**config.mk**
```make
export PLATFORM = sky130hd
export DESIGN_NAME = credit_sender
export DESIGN_NICKNAME = d
export VERILOG_FILES = /design/src/rtl/credit_pkg.sv /design/src/rtl/credit_counter.sv /design/src/rtl/credit_sender.sv
export SDC_FILE = /design/constraint.sdc
export NUM_CORES = 1
export LEC_CHECK = 0
export BUFFER_PORTS_ARGS = -buffer_cell sky130_fd_sc_hd__buf_2
export CAP_MARGIN = 10
export CORE_MARGIN = 5
export CORE_UTILIZATION = 40
export DETAILED_ROUTE_END_ITERATION = 6
export PLACE_DENSITY = 0.81
export SYNTH_ARGS = -nofsm -noshare
export SYNTH_HDL_FRONTEND = slang
export SYNTH_HIERARCHICAL = 1
export SYNTH_SLANG_ARGS = --single-unit
```
**constraint.sdc**
```tcl
create_clock -name clk -period 6.7 [get_ports clk]
set_clock_uncertainty 0.05 [all_clocks]
set_input_delay 0.67 -clock clk [delete_from_list [all_inputs] [get_ports clk]]
set_output_delay 0.67 -clock clk [all_outputs]
set_load 0.01 [all_outputs]
```
**src/rtl/credit_pkg.sv**
```systemverilog
// Shared definitions for both ends of the credit-based link:
// handshake state encoding and credit-counter width helper.
package credit_pkg;

    typedef enum logic [1:0] {
        S_RESET   = 2'd0,
        S_WAIT_RX = 2'd1,
        S_ACTIVE  = 2'd2
    } state_e;

    function automatic int credit_width(input int max_credits);
        return $clog2(max_credits + 1);
    endfunction

endpackage

```
**src/rtl/credit_counter.sv**
```systemverilog
// Saturating up/down credit counter with clamped load
// and a sticky overflow flag for over-returned credits.
module credit_counter #(
    parameter int MAX_CREDITS = 4,
    parameter int WIDTH       = 3
) (
    input  logic             clk,
    input  logic             rst,
    input  logic             active_i,
    input  logic             inc_i,
    input  logic             dec_i,
    input  logic [WIDTH-1:0] load_val_i,
    output logic [WIDTH-1:0] count_o,
    output logic             full_o,
    output logic             overflow_o
);

    localparam logic [WIDTH-1:0] MAX_C = WIDTH'(MAX_CREDITS);
    localparam logic [WIDTH-1:0] ONE   = WIDTH'(1);

    logic [WIDTH-1:0] count_q;
    logic [WIDTH-1:0] count_d;
    logic [WIDTH-1:0] load_d;
    logic             ovf_q;
    logic             ovf_d;
    logic             inc_ok;

    assign full_o     = (count_q == MAX_C);
    assign inc_ok     = inc_i && !full_o;
    assign count_o    = count_q;
    assign overflow_o = ovf_q;

    // Next count: reload while not active, otherwise net of send/return.
    always_comb begin
        load_d  = (load_val_i > MAX_C) ? MAX_C : load_val_i;
        count_d = count_q;
        if (!active_i) begin
            count_d = load_d;
        end else if (inc_ok && !dec_i) begin
            count_d = count_q + ONE;
        end else if (dec_i && !inc_ok) begin
            count_d = count_q - ONE;
        end
        ovf_d = ovf_q | (active_i & inc_i & full_o);
    end

    // Counter and sticky overflow registers.
    always_ff @(posedge clk) begin
        if (rst) begin
            count_q <= load_d;
            ovf_q   <= 1'b0;
        end else begin
            count_q <= count_d;
            ovf_q   <= ovf_d;
        end
    end

endmodule

```
**src/rtl/credit_sender.sv**
```systemverilog
// Transmit end of the credit link: reset handshake with the
// receiver, one credit spent per forwarded word.
module credit_sender
    import credit_pkg::*;
#(
    parameter int   DATA_WIDTH   = 8,
    parameter int   MAX_CREDITS  = 4,
    localparam int  CREDIT_WIDTH = credit_width(MAX_CREDITS)
) (
    input  logic                    clk,
    input  logic                    rst,
    input  logic                    push_valid,
    output logic                    push_ready,
    input  logic [DATA_WIDTH-1:0]   push_data,
    output logic                    pop_sender_in_reset,
    input  logic                    pop_receiver_in_reset,
    output logic                    pop_credit_stall,
    input  logic                    pop_credit,
    output logic                    pop_valid,
    output logic [DATA_WIDTH-1:0]   pop_data,
    input  logic [CREDIT_WIDTH-1:0] credit_initial,
    input  logic [CREDIT_WIDTH-1:0] credit_withhold,
    output logic [CREDIT_WIDTH-1:0] credit_count,
    output logic                    credit_available,
    output logic                    credit_overflow
);

    state_e                  state_q;
    logic                    sir_q;
    logic                    pop_valid_q;
    logic [DATA_WIDTH-1:0]   pop_data_q;
    logic                    active;
    logic                    full;
    logic                    send;

    assign active           = (state_q == S_ACTIVE);
    assign credit_available = (credit_count > credit_withhold);
    assign push_ready       = active && credit_available;
    assign pop_credit_stall = !active || full;
    assign send             = push_valid && push_ready;

    assign pop_sender_in_reset = sir_q;
    assign pop_valid           = pop_valid_q;
    assign pop_data            = pop_data_q;

    // Reset handshake FSM; in-reset flag registered alongside.
    always_ff @(posedge clk) begin
        if (rst) begin
            state_q <= S_RESET;
            sir_q   <= 1'b1;
        end else begin
            sir_q <= 1'b0;
            unique case (state_q)
                S_RESET: begin
                    state_q <= S_WAIT_RX;
                end
                S_WAIT_RX: begin
                    if (!pop_receiver_in_reset) begin
                        state_q <= S_ACTIVE;
                    end
                end
                S_ACTIVE: begin
                    if (pop_receiver_in_reset) begin
                        state_q <= S_WAIT_RX;
                    end
                end
                default: begin
                    state_q <= S_RESET;
                end
            endcase
        end
    end

    // One-cycle beat toward the receiver; data holds between beats.
    always_ff @(posedge clk) begin
        if (rst) begin
            pop_valid_q <= 1'b0;
            pop_data_q  <= '0;
        end else begin
            pop_valid_q <= send;
            if (send) begin
                pop_data_q <= push_data;
            end
        end
    end

    credit_counter #(
        .MAX_CREDITS (MAX_CREDITS),
        .WIDTH       (CREDIT_WIDTH)
    ) u_counter (
        .clk        (clk),
        .rst        (rst),
        .active_i   (active),
        .inc_i      (pop_credit),
        .dec_i      (send),
        .load_val_i (credit_initial),
        .count_o    (credit_count),
        .full_o     (full),
        .overflow_o (credit_overflow)
    );

endmodule

```
* Word-level counts from Yosys, hierarchy flattened
Index checks and enable logic that the tools add are counted.
** Cells by class
- Add/subtract/negate cells :: 2
- Mux-type cells :: 9
- $mul :: 0
- Reduce and logical (&&, ||, !) cells :: 12
- Shifts and indexed selects :: 0
- Bitwise operators :: 3
- Order comparisons :: 2
- Equality and inequality tests :: 6
- Div/mod/pow operators :: 0
** Operator list (count)
- $mux W3 :: 5
- $pmux W2 S3 :: 1
- $logic_and A1 B1 Y1 :: 5
- $logic_not A1 Y1 :: 4
- $mux W2 :: 2
- $ne A2 B2 Y1 const B :: 2
- $ne A4 B2 Y1 const B :: 1
- $add A3 B1 Y3 const B :: 1
- $eq A3 B3 Y1 const B :: 1
- $gt A3 B3 Y1 :: 1
- $gt A3 B3 Y1 const B :: 1
- $sub A3 B1 Y3 const B :: 1
- $and A1 B1 Y1 :: 2
- $eq A2 B1 Y1 const B :: 1
- $eq A2 B2 Y1 const B :: 1
- $logic_not A2 Y1 :: 1
- $reduce_and A2 Y1 :: 1
- $logic_or A1 B1 Y1 :: 1
- $mux W1 :: 1
- $or A1 B1 Y1 :: 1
** Word-level totals
- Register bits :: 16
- Logic and storage cells :: 40
- ROM bits :: 0
- Memory bits (writable) :: 0
- Memories kept :: 0
- Bits in latches :: 0

* Depth between registers and ports, before layout
Gate-level depths: netlist of the first run.
- Depth in word-level cells :: 9
- Mapped depth :: 13
- Gate-level depth less buffers :: 12

* Hierarchy
Netlist of the first run, hierarchy kept.
** By module, submodules not included
- credit_sender :: area each 604.3 um^2, times used 1, seq. area each 240.2 um^2, cells an instance 59
- credit_counter :: area each 247.7 um^2, times used 1, seq. area each 110.1 um^2, cells an instance 23

* Worst setup path before layout of the first run
Ideal clock, no wire load.
- Path kind :: input -> register
- Start point :: input credit_withhold[2]
- End point :: register u_counter.count_q[2], in the netlist u_counter/count_o[2], data pin
- Cell stages on the path :: 13
- Arrival time :: 2.532 ns
- Setup slack :: 3.859 ns
- Data required time :: 6.390 ns
- Cells stage by stage :: inv_1 -> ha_1 -> a21oi_1 -> a21oi_2 -> and3_4 -> buf_12 -> inv_1 -> ha_1 -> inv_1 -> fa_1 -> xor2_1 -> xnor2_1 -> o21ai_1
** Between the ends
- Longest elaborated chain between the ends :: 8
** RTL lines
- start, declared :: line credit_sender.sv:22 : input logic [CREDIT_WIDTH-1:0] credit_withhold,
- $gt A3 B3 Y1 :: line credit_sender.sv:37 : assign credit_available = (credit_count > credit_withhold);
- via credit_available :: line credit_sender.sv:24 : output logic credit_available,
- $logic_and A1 B1 Y1 :: line credit_sender.sv:38 : assign push_ready = active && credit_available;
- $logic_and A1 B1 Y1 :: line credit_sender.sv:40 : assign send = push_valid && push_ready;
- via send :: line credit_sender.sv:34 : logic send;
- $logic_not A1 Y1 :: line credit_counter.sv:39 : end else if (inc_ok && !dec_i) begin
- $logic_and A1 B1 Y1 :: line credit_counter.sv:39
- $mux W3 :: line credit_counter.sv:39
- $mux W3 :: line credit_counter.sv:37 : if (!active_i) begin
- $mux W3 :: line credit_counter.sv:49 : if (rst) begin
- end signal, assigned :: line credit_counter.sv:50 : count_q <= load_d;
- end signal, assigned :: line credit_counter.sv:53 : count_q <= count_d;
- end, declared :: line credit_counter.sv:21 : logic [WIDTH-1:0] count_q;
The timed path passes the listed nets, and every way through them passes these cells.
A chain may end at the register's enable or synchronous reset.

* Final worst setup path of the first run
- Start point :: input credit_withhold[2]
- End point :: register u_counter.count_q[2], in the netlist u_counter/count_o[2], data pin
** Between the ends
- Longest elaborated chain between the ends :: 8
** RTL lines (line)
- $gt A3 B3 Y1 :: credit_sender.sv:37
- $logic_and A1 B1 Y1 :: credit_sender.sv:38
- $logic_and A1 B1 Y1 :: credit_sender.sv:40
- $logic_not A1 Y1 :: credit_counter.sv:39
- $logic_and A1 B1 Y1 :: credit_counter.sv:39
- $mux W3 :: credit_counter.sv:39
- $mux W3 :: credit_counter.sv:37
- $mux W3 :: credit_counter.sv:49
No other way between the ends.

==> summary by stage, run 1 <==
Synthesis
The number of distinct standard cells referenced by the synthesized netlist is 27. The synthesized-area fraction occupied by ao, oa, aoi and oai cells is 4.11%. The dominant combinational cell family by area after synthesis is simple AND/OR/NAND/NOR gates. By area the synthesized netlist is led by sky130_fd_sc_hd__dfxtp_1, sky130_fd_sc_hd__nand2b_1, sky130_fd_sc_hd__edfxtp_1. The share of the Yosys chip area taken by registers is 41.1%. Summed over all instances, the cell type with the most area after synthesis is sky130_fd_sc_hd__dfxtp_1.

The mapped netlist covers 852 um^2. The synthesized netlist devotes 3.08% of its cell area to XOR and XNOR gates. In the synthesized netlist the async set-or-reset flop fraction comes to 0%. The adder-cell share of the synthesized area is 9.40%. The average footprint of a synthesized cell is 10.4 um^2.

The share of the synthesized area in the top cell type is 30.5%. For this run, the leading register cell type out of synthesis is sky130_fd_sc_hd__dfxtp_1. Of the total synthesized cell area, the portion taken by AND, OR, NAND and NOR gates is 26.6%. The post-synthesis sequential element count is 16. Synthesis produced a netlist with a net count of 106. The most common cell in the synthesized netlist is sky130_fd_sc_hd__nand2b_1. The instance count of the mapped netlist is 82. The multiplexer fraction of the synthesized cell area is 9.40%.

In this run, synthesis inferred 3 flip-flops with an integrated enable. For this run, the number of Yosys warnings is 6. Counting instances in the post-synthesis netlist gives the leading cell types as sky130_fd_sc_hd__nand2b_1, sky130_fd_sc_hd__dfxtp_1, sky130_fd_sc_hd__mux2i_1, sky130_fd_sc_hd__inv_1.

Worst setup path
The endpoint class of the critical path is a register. The critical path arrival is 2.71 ns. Among the stages of the critical path, the cell type that occurs most often is sky130_fd_sc_hd__inv_1. The slowest stage cell on the critical path is sky130_fd_sc_hd__ha_1. The buffering stage count on the worst path with inverters included is 4. The largest fanout on the critical path is 9.

The critical path required time is 6.68 ns. The worst setup path is launched from an input port. By startpoint and endpoint, the worst setup path is classified as in2reg.

Among cell families on the critical path, the largest total delay comes from adder cells. For this run, the slowest stage of the critical path takes 0.32 ns. Traced cell by cell, the critical path runs through buf_2, inv_1, ha_1, and3_4, a21oi_2, and3_4, inv_1, ha_1, inv_1, fa_1, xor2_1, xnor2_1, o21ai_1.

Floorplanning
The core region is 0.00200 mm^2. The initialized floorplan defines 16 standard-cell rows. The horizontal extent of the die is 56.2 um. Once the floorplan was initialized, standard cells occupied 42.6% of the core. During I/O placement, the number of pins put on the boundary was 36. The die covers 0.00315 mm^2. Measured along the y axis, the die boundary spans 56.2 um.

Timing
Measured against its own limit, the worst slew margin works out to 81.6%. For the final routed database, the setup TNS stands at 0 ns. The number of max-slew violations in the final report is 0. The clock period could shrink to 2.73 ns. The hold violation count in the final report is 0.

Setup repair after global routing left no endpoint under its margin. Setup violations remaining at the end of the flow were counted as 0. Derived from the worst setup path, the maximum achievable clock frequency is 366 MHz. The part of the cycle the worst path needs is 40.8%.

For the pin with the worst max-slew slack, the measured transition is 0.275 ns.

Clock tree
In this run the deepest clock path goes through 2 buffers. The clock latency on the worst-skew pair is 0.27 ns. The number of buffers added for setup after CTS is 0. The number of sinks on the clock net is 16.

TritonCTS built the clock tree. The cell at the root of the clock tree is sky130_fd_sc_hd__clkbuf_4. In this run, post-CTS hold repair placed 0 buffers.

The number of gates resized after CTS was 0. The post-CTS clock slew at the launch and capture registers of the worst setup and hold paths is 0.09 ns. The maximum level of the CTS H-tree is 1.

The number of buffers inserted during clock tree synthesis is 3.

Power and ir drop
The clock network power share is 26.0%. The worst-case IR drop observed on VDD is 0.120 mV. Net switching is 25.4% of the power. Summed over all nets, the switching power comes to 0.0000482 W. Dividing total power by cell area gives a power density of 179 mW/mm^2. Cell internal power was estimated by the tool at 0.000142 W. The combinational group share of total power is 18.9%. For this design the static power due to leakage is 0.490 nW. In this run, flip-flops and latches consume 55.2% of the power.

Global route
The total global-route track usage is 11.7%. The pin count of the biggest net entering global routing is 24. The first global-routing pass estimated 3010 um of wire. The total overflow left after global routing is 0. The via count of the first global-routing pass is 697. The initial antenna violation count is 0.

Finish
The area added between synthesis and finish is 24.4%. The final-stage net count is 143. The end-of-flow core utilization is 52.9%. The layout cell share with drive strength beyond 1 is 37.3%. Excluding fillers, the count of instances in the completed layout stands at 145. 0 antenna diodes ended up in the layout. Counting the fill cells in the layout gives 201.

Place
In this run, placement finished with an instance count of 141. The wire-length estimate of the detail-placed layout is 1400 um. Routability-driven placement finished with a final weighted congestion of 0.726. The count of port buffers added during placement is 35.

Drt
The ratio of routed vias to standard cells is 4.62. The detailed router placed 670 vias in this run. Once detail routing completed, the nets flagged for antenna violations numbered 0.

The first-iteration detailed-routing DRC count is 6. Dividing the detail-routed wire length by the instance count gives 11.7 um. For this block, the routed nets add up to 1700 um of wire. For this run, design rule violations remaining after detail routing come to 0. The length of the first detailed-routing pass in iterations is 2.

Run status
The run finished with clean final reports.

Run
The max capacitance violation total is 0.

Hold path
The worst hold path belongs to the class reg2reg.
==> flip-flops by register name, summed over array words and instances (netlist names) <==
name,cells
pop_sender_in_reset,1
pop_valid,1
u_counter/overflow_o,1
u_counter/count_o,3
state_q,2
pop_data,8
==> tightest hold or removal path, stage by stage, from the launching register on <==
cell and delay (ns):
sky130_fd_sc_hd__dfxtp_1 0.32, sky130_fd_sc_hd__nand2b_1 0.06, sky130_fd_sc_hd__mux2i_1 0.05
==> area by class of cell <==
class	count	area (um^2)	area share [%]
tap	27	33.8	3.19
inverter	7	26.3	2.48
clock inverter	1	3.75	0.354
multi-input combinational	56	448	42.3
clock buffer	3	22.5	2.13
timing repair buffer	35	175	16.5
sequential	16	350	33.1
==> layout by cell type (no fill, tap or decap) <==
cell / count
sky130_fd_sc_hd__nand3b_1: 4
sky130_fd_sc_hd__maj3_1: 1
sky130_fd_sc_hd__mux2i_1: 8
sky130_fd_sc_hd__a21oi_2: 1
sky130_fd_sc_hd__dfxtp_1: 13
sky130_fd_sc_hd__clkbuf_4: 3
sky130_fd_sc_hd__clkinv_1: 1
sky130_fd_sc_hd__nor2_1: 2
sky130_fd_sc_hd__o21ai_1: 1
sky130_fd_sc_hd__ha_1: 4
sky130_fd_sc_hd__xnor2_1: 2
sky130_fd_sc_hd__fa_1: 1
sky130_fd_sc_hd__nand2_1: 1
sky130_fd_sc_hd__edfxtp_1: 3
sky130_fd_sc_hd__buf_2: 35
sky130_fd_sc_hd__and2_2: 1
sky130_fd_sc_hd__nor3b_2: 1
sky130_fd_sc_hd__o21ai_0: 2
sky130_fd_sc_hd__a21oi_1: 1
sky130_fd_sc_hd__inv_1: 7
sky130_fd_sc_hd__nor2b_1: 1
sky130_fd_sc_hd__nand2b_1: 18
sky130_fd_sc_hd__a31oi_1: 1
sky130_fd_sc_hd__and3_4: 2
sky130_fd_sc_hd__and3b_1: 1
sky130_fd_sc_hd__xor2_1: 1
sky130_fd_sc_hd__nor3_1: 1
sky130_fd_sc_hd__and2b_4: 1
==> path summary, 6_finish.rpt <==
kind / start / to / slack [ns] / cells after the start
worst max-delay path: credit_withhold[2] / u_counter/count_o[2] / 3.97 / 13
worst min-delay path: pop_data[1] / pop_data[1] / 0.43 / 2
worst max register to register: u_counter/count_o[1] / u_counter/count_o[2] / 3.97 / 11
worst min register to register: pop_data[1] / pop_data[1] / 0.43 / 2
==> power groups by stage <==
stage	combinational (W)	clock, W	sequential (W)
floorplan	0.0000220	0	0.000108
global placement	0.0000338	0	0.000107
detailed placement	0.0000362	0	0.000107
CTS	0.0000363	0.0000520	0.000105
global route	0.0000400	0.0000571	0.000106
finish	0.0000358	0.0000493	0.000105
==> per-layer routing <==
layer	wire [um]	vias up	GRT usage, %
met5	0	-	0
met4	17	0	3.05
met3	192	2	4.18
met2	784	31	19.5
met1	707	294	14.2
li1	-	343	-
==> cells by family (layout without fill, tap and decap cells) <==
family | after synthesis | in the layout
AND/OR/NAND/NOR | 33 | 33
flip-flops | 16 | 16
buffers and inverters | 10 | 46
multiplexers | 8 | 8
adder cells (fa/ha/maj) | 6 | 6
AO/OA/AOI/OAI | 6 | 6
XOR/XNOR | 3 | 3
==> per-stage QoR <==
stage	hold slack (ns)	area (um^2)	total power, W	setup WS [ns]
2_1_floorplan	0.443	852	0.000130	3.86
3_3_place_gp	0.409	1030	0.000141	3.79
3_5_place_dp	0.416	1030	0.000143	3.66
4_1_cts	0.435	1060	0.000193	3.96
5_1_grt	0.458	1060	0.000203	3.78
6_report	0.427	1060	0.000190	3.97
(Power assumes the default switching activity.)
==> inputs of run 2 (changes only) <==
Settings changed: PLACE_DENSITY 0.81 to 0.83.
Clock period 6.7 ns to 2.4 ns, I/O delays scaled along.
==> run 2 against run 1 <==
Compared with the run above: the run now ends with negative setup slack left; combinational power grew to 3.7 times the previous value; die area stayed put; sequential share of layout area is 3.2 points lower; power grew to 3.1 times the previous value; global-route usage decreased by 0.30 points; via count is 6.9% higher; worst setup slack worse by 4.0 ns; first-iteration DRC count fell by 17%; sequential cell count is the same; critical path depth is 2 lower; highest routed layer is now met3.
==> summary by stage, run 2 (synthesized netlist as in run 1, its figures left out) <==
Global route
The global route total overflow was 0 (unchanged). The first-pass GRT wire length was 2920 um (was 3010 um). The pin count of the biggest net entering global routing is 24 (unchanged).

The total global-route track usage came to 11.4% (was 11.7%). The initial antenna violation count is 0 (unchanged). The via count of the first global-routing pass is 714 (was 697).

Power and ir drop
The power per cell area is 507 mW/mm^2 (was 179 mW/mm^2). The clock network power share is 29.2% (was 26.0%). The combinational group share of total power is 22.1% (was 18.9%). The net switching fraction of the power is 24.8% (was 25.4%). The net switching power of the design is 0.000147 W (was 0.0000482 W). The worst IR drop on VDD is 0.442 mV (was 0.120 mV). The power consumption is 0.000595 W (was 0.000190 W). The reported leakage power came to 0.539 nW (was 0.490 nW).

The internal power contribution came to 0.000447 W (was 0.000142 W). The sequential share of power was 48.6% (was 55.2%).

Drt
The first-iteration detailed-routing DRC count is 5 (was 6). The detail-routed net length per standard cell is 11.7 um (about the same). The length of the first detailed-routing pass in iterations is 2 (unchanged). The number of routed nets with antenna violations is 0 (unchanged). The sum of routed wire length over all layers came to 1780 um (was 1700 um). The ratio of routed vias to standard cells is 4.68 (was 4.62). The total vias in the final route is 716 (was 670). The count of unresolved DRC violations after routing is 0 (unchanged).

Floorplanning
The floorplan row count is 16 (unchanged). The boundary pin count was 36 (unchanged). The initial standard-cell utilization of the core came to 42.6% (unchanged). The height of the chip came to 56.2 um (unchanged). The core outline area came to 0.00200 mm^2 (unchanged). The die footprint is 0.00315 mm^2 (unchanged). The horizontal extent of the die was 56.2 um (unchanged).

Clock tree
The clock latency on the worst-skew pair came to 0.28 ns (was 0.27 ns). The largest buffer count on any clock path was 2 (unchanged). The post-CTS clock slew at the launch and capture registers of the worst setup and hold paths is 0.09 ns (about the same). The number of sinks on the clock net is 16 (unchanged). The clock tree from TritonCTS was yes (unchanged).

The cell at the root of the clock tree is sky130_fd_sc_hd__clkbuf_4 (unchanged). The maximum level of the CTS H-tree was 1 (unchanged). The number of buffers inserted during clock tree synthesis came to 3 (unchanged).

The post-cts repair resize count is 0 (unchanged).

Place
The count of port buffers added during placement is 35 (unchanged). The total cell area at the placement stage came to 0.00111 mm^2 (was 0.00103 mm^2). The placer congestion estimate is 0.805 (was 0.726). The HPWL after detailed placement is 1420 um (was 1400 um).

Timing
The maximum clock rate is 413 MHz. Setup repair after global routing missed its margin: true (was false). The headroom to the max-slew limit is 80.7% (was 81.6%). The hold violation count in the final report was 0 (unchanged). The transition at the pin with the smallest max-transition slack came to 0.289 ns (was 0.275 ns).

The final number of setup-violating endpoints is 1 (was 0). The number of max-slew violations in the final report came to 0 (unchanged). The clock period minus worst slack is 2.42 ns. The part of the cycle the worst path needs is 101%.

The final worst setup slack came to -0.0214 ns (was 3.97 ns).

Worst setup path
The launching instance or port of the critical path is u_counter/count_o[2] (was credit_withhold[2]). The sort of element at the start of the critical path is a register (was input port). The critical path required time is 2.38 ns (was 6.68 ns). The endpoint class of the critical path is a register (unchanged). The largest fanout on the critical path is 3 (was 9). The cell count of the worst reg-to-reg path is 11 (unchanged). The critical path arrival is 2.40 ns (was 2.71 ns). The worst setup path category is reg2reg (was in2reg). The worst reg2reg path startpoint is u_counter/count_o[2] (was u_counter/count_o[1]).

Finish
The area of all placed cells without fillers is 0.00117 mm^2 (was 0.00106 mm^2). The number of diodes added for antenna fixing came to 0 (unchanged). Most frequent cells in the layout: sky130_fd_sc_hd__buf_2, sky130_fd_sc_hd__nand2b_1, sky130_fd_sc_hd__dfxtp_1 (unchanged). The final-stage net count is 151 (was 143).

The layout cell share with drive strength beyond 1 is 46.8% (was 37.3%). The most frequent standard cell in the layout excluding fill and tap cells is sky130_fd_sc_hd__buf_2 (unchanged). The flip-flop count of the largest register after layout is 8 (unchanged). The area added between synthesis and finish is 37.7% (was 24.4%).

Run status
The checks that failed: negative setup slack. Result of the run: finished with violations (was completed).

Hold path
The hold-critical path depth is 2 (unchanged). The worst min-delay path category is in2reg (was reg2reg). The hold path startpoint was pop_receiver_in_reset (was pop_data[1]).

Run
The max capacitance violation total is 0 (unchanged).
## run 2: changes by cell type in the layout (fill, tap and decap cells not counted), sizes merged
| cell | previous run | this run |
|---|---|---|
| buf | 35 | 43 |
| clkbuf | 3 | 4 |
| clkinv | 1 | 0 |
## run 2: per-layer routing
metal  global-route usage (%)  vias to the layer above  share of wire [%]
met5                        0                        -                  0
met4                        0                        0                  0
met3                     6.50                        0                9.5
met2                     18.9                       31                 49
met1                     13.7                      327                 42
li1                         -                      358                  -
## run 2: power groups by stage
stage               Combinational (W)  Clock, W  Sequential, W
floorplan                   0.0000737         0       0.000301
global placement             0.000119         0       0.000294
detailed placement           0.000124         0       0.000296
CTS                          0.000124  0.000180       0.000290
global route                 0.000146  0.000200       0.000291
finish                       0.000132  0.000174       0.000289
## run 2: path summary, 6_finish.rpt
check                                             to  slack, ns
worst min-delay path                      state_q[1]       0.07
worst max register to register  u_counter/count_o[2]      -0.02
worst min register to register           pop_data[4]       0.43
worst max-delay path            u_counter/count_o[2]      -0.02
## run 2: critical path, cell delays in order (launching register included)
cell	delay (ns)
sky130_fd_sc_hd__edfxtp_1	0.45
sky130_fd_sc_hd__ha_4	0.31
sky130_fd_sc_hd__and3_4	0.18
sky130_fd_sc_hd__a21oi_4	0.04
sky130_fd_sc_hd__and3_4	0.19
sky130_fd_sc_hd__inv_4	0.05
sky130_fd_sc_hd__ha_4	0.13
sky130_fd_sc_hd__inv_4	0.03
sky130_fd_sc_hd__fa_2	0.32
sky130_fd_sc_hd__xor2_1	0.17
sky130_fd_sc_hd__xnor2_1	0.15
sky130_fd_sc_hd__o21ai_1	0.08
## run 2: through the flow
stage / util, % / worst slack, ns / hold slack (ns) / cells / setup TNS (ns)
after floorplan: - / -0.171 / 0.218 / 82 / -0.313
after global placement: 55.3 / 0.0904 / 0.372 / 145 / 0
after detailed placement: 55.3 / 0.0121 / 0.380 / 145 / 0
after CTS: 57.1 / -0.00202 / 0.0722 / 149 / -0.00202
after global routing: 58.6 / -0.111 / 0.0615 / 153 / -0.119
final: 58.6 / -0.0214 / 0.0738 / 153 / -0.0214
## run 2: cell type report
type                            count  area [um^2]
Timing Repair Buffer               43          235
Inverter                            7         31.3
Multi-Input combinational cell     56          487
Fill cell                         186          828
Sequential cell                    16          350
Clock buffer                        4         36.3
Tap cell                           27         33.8
## run 2: repair_timing
item                                    CTS  global route
hold buffers                              0             0
pin swaps                                 2             8
endpoints found under the setup margin    1             2
setup buffers                             0             4
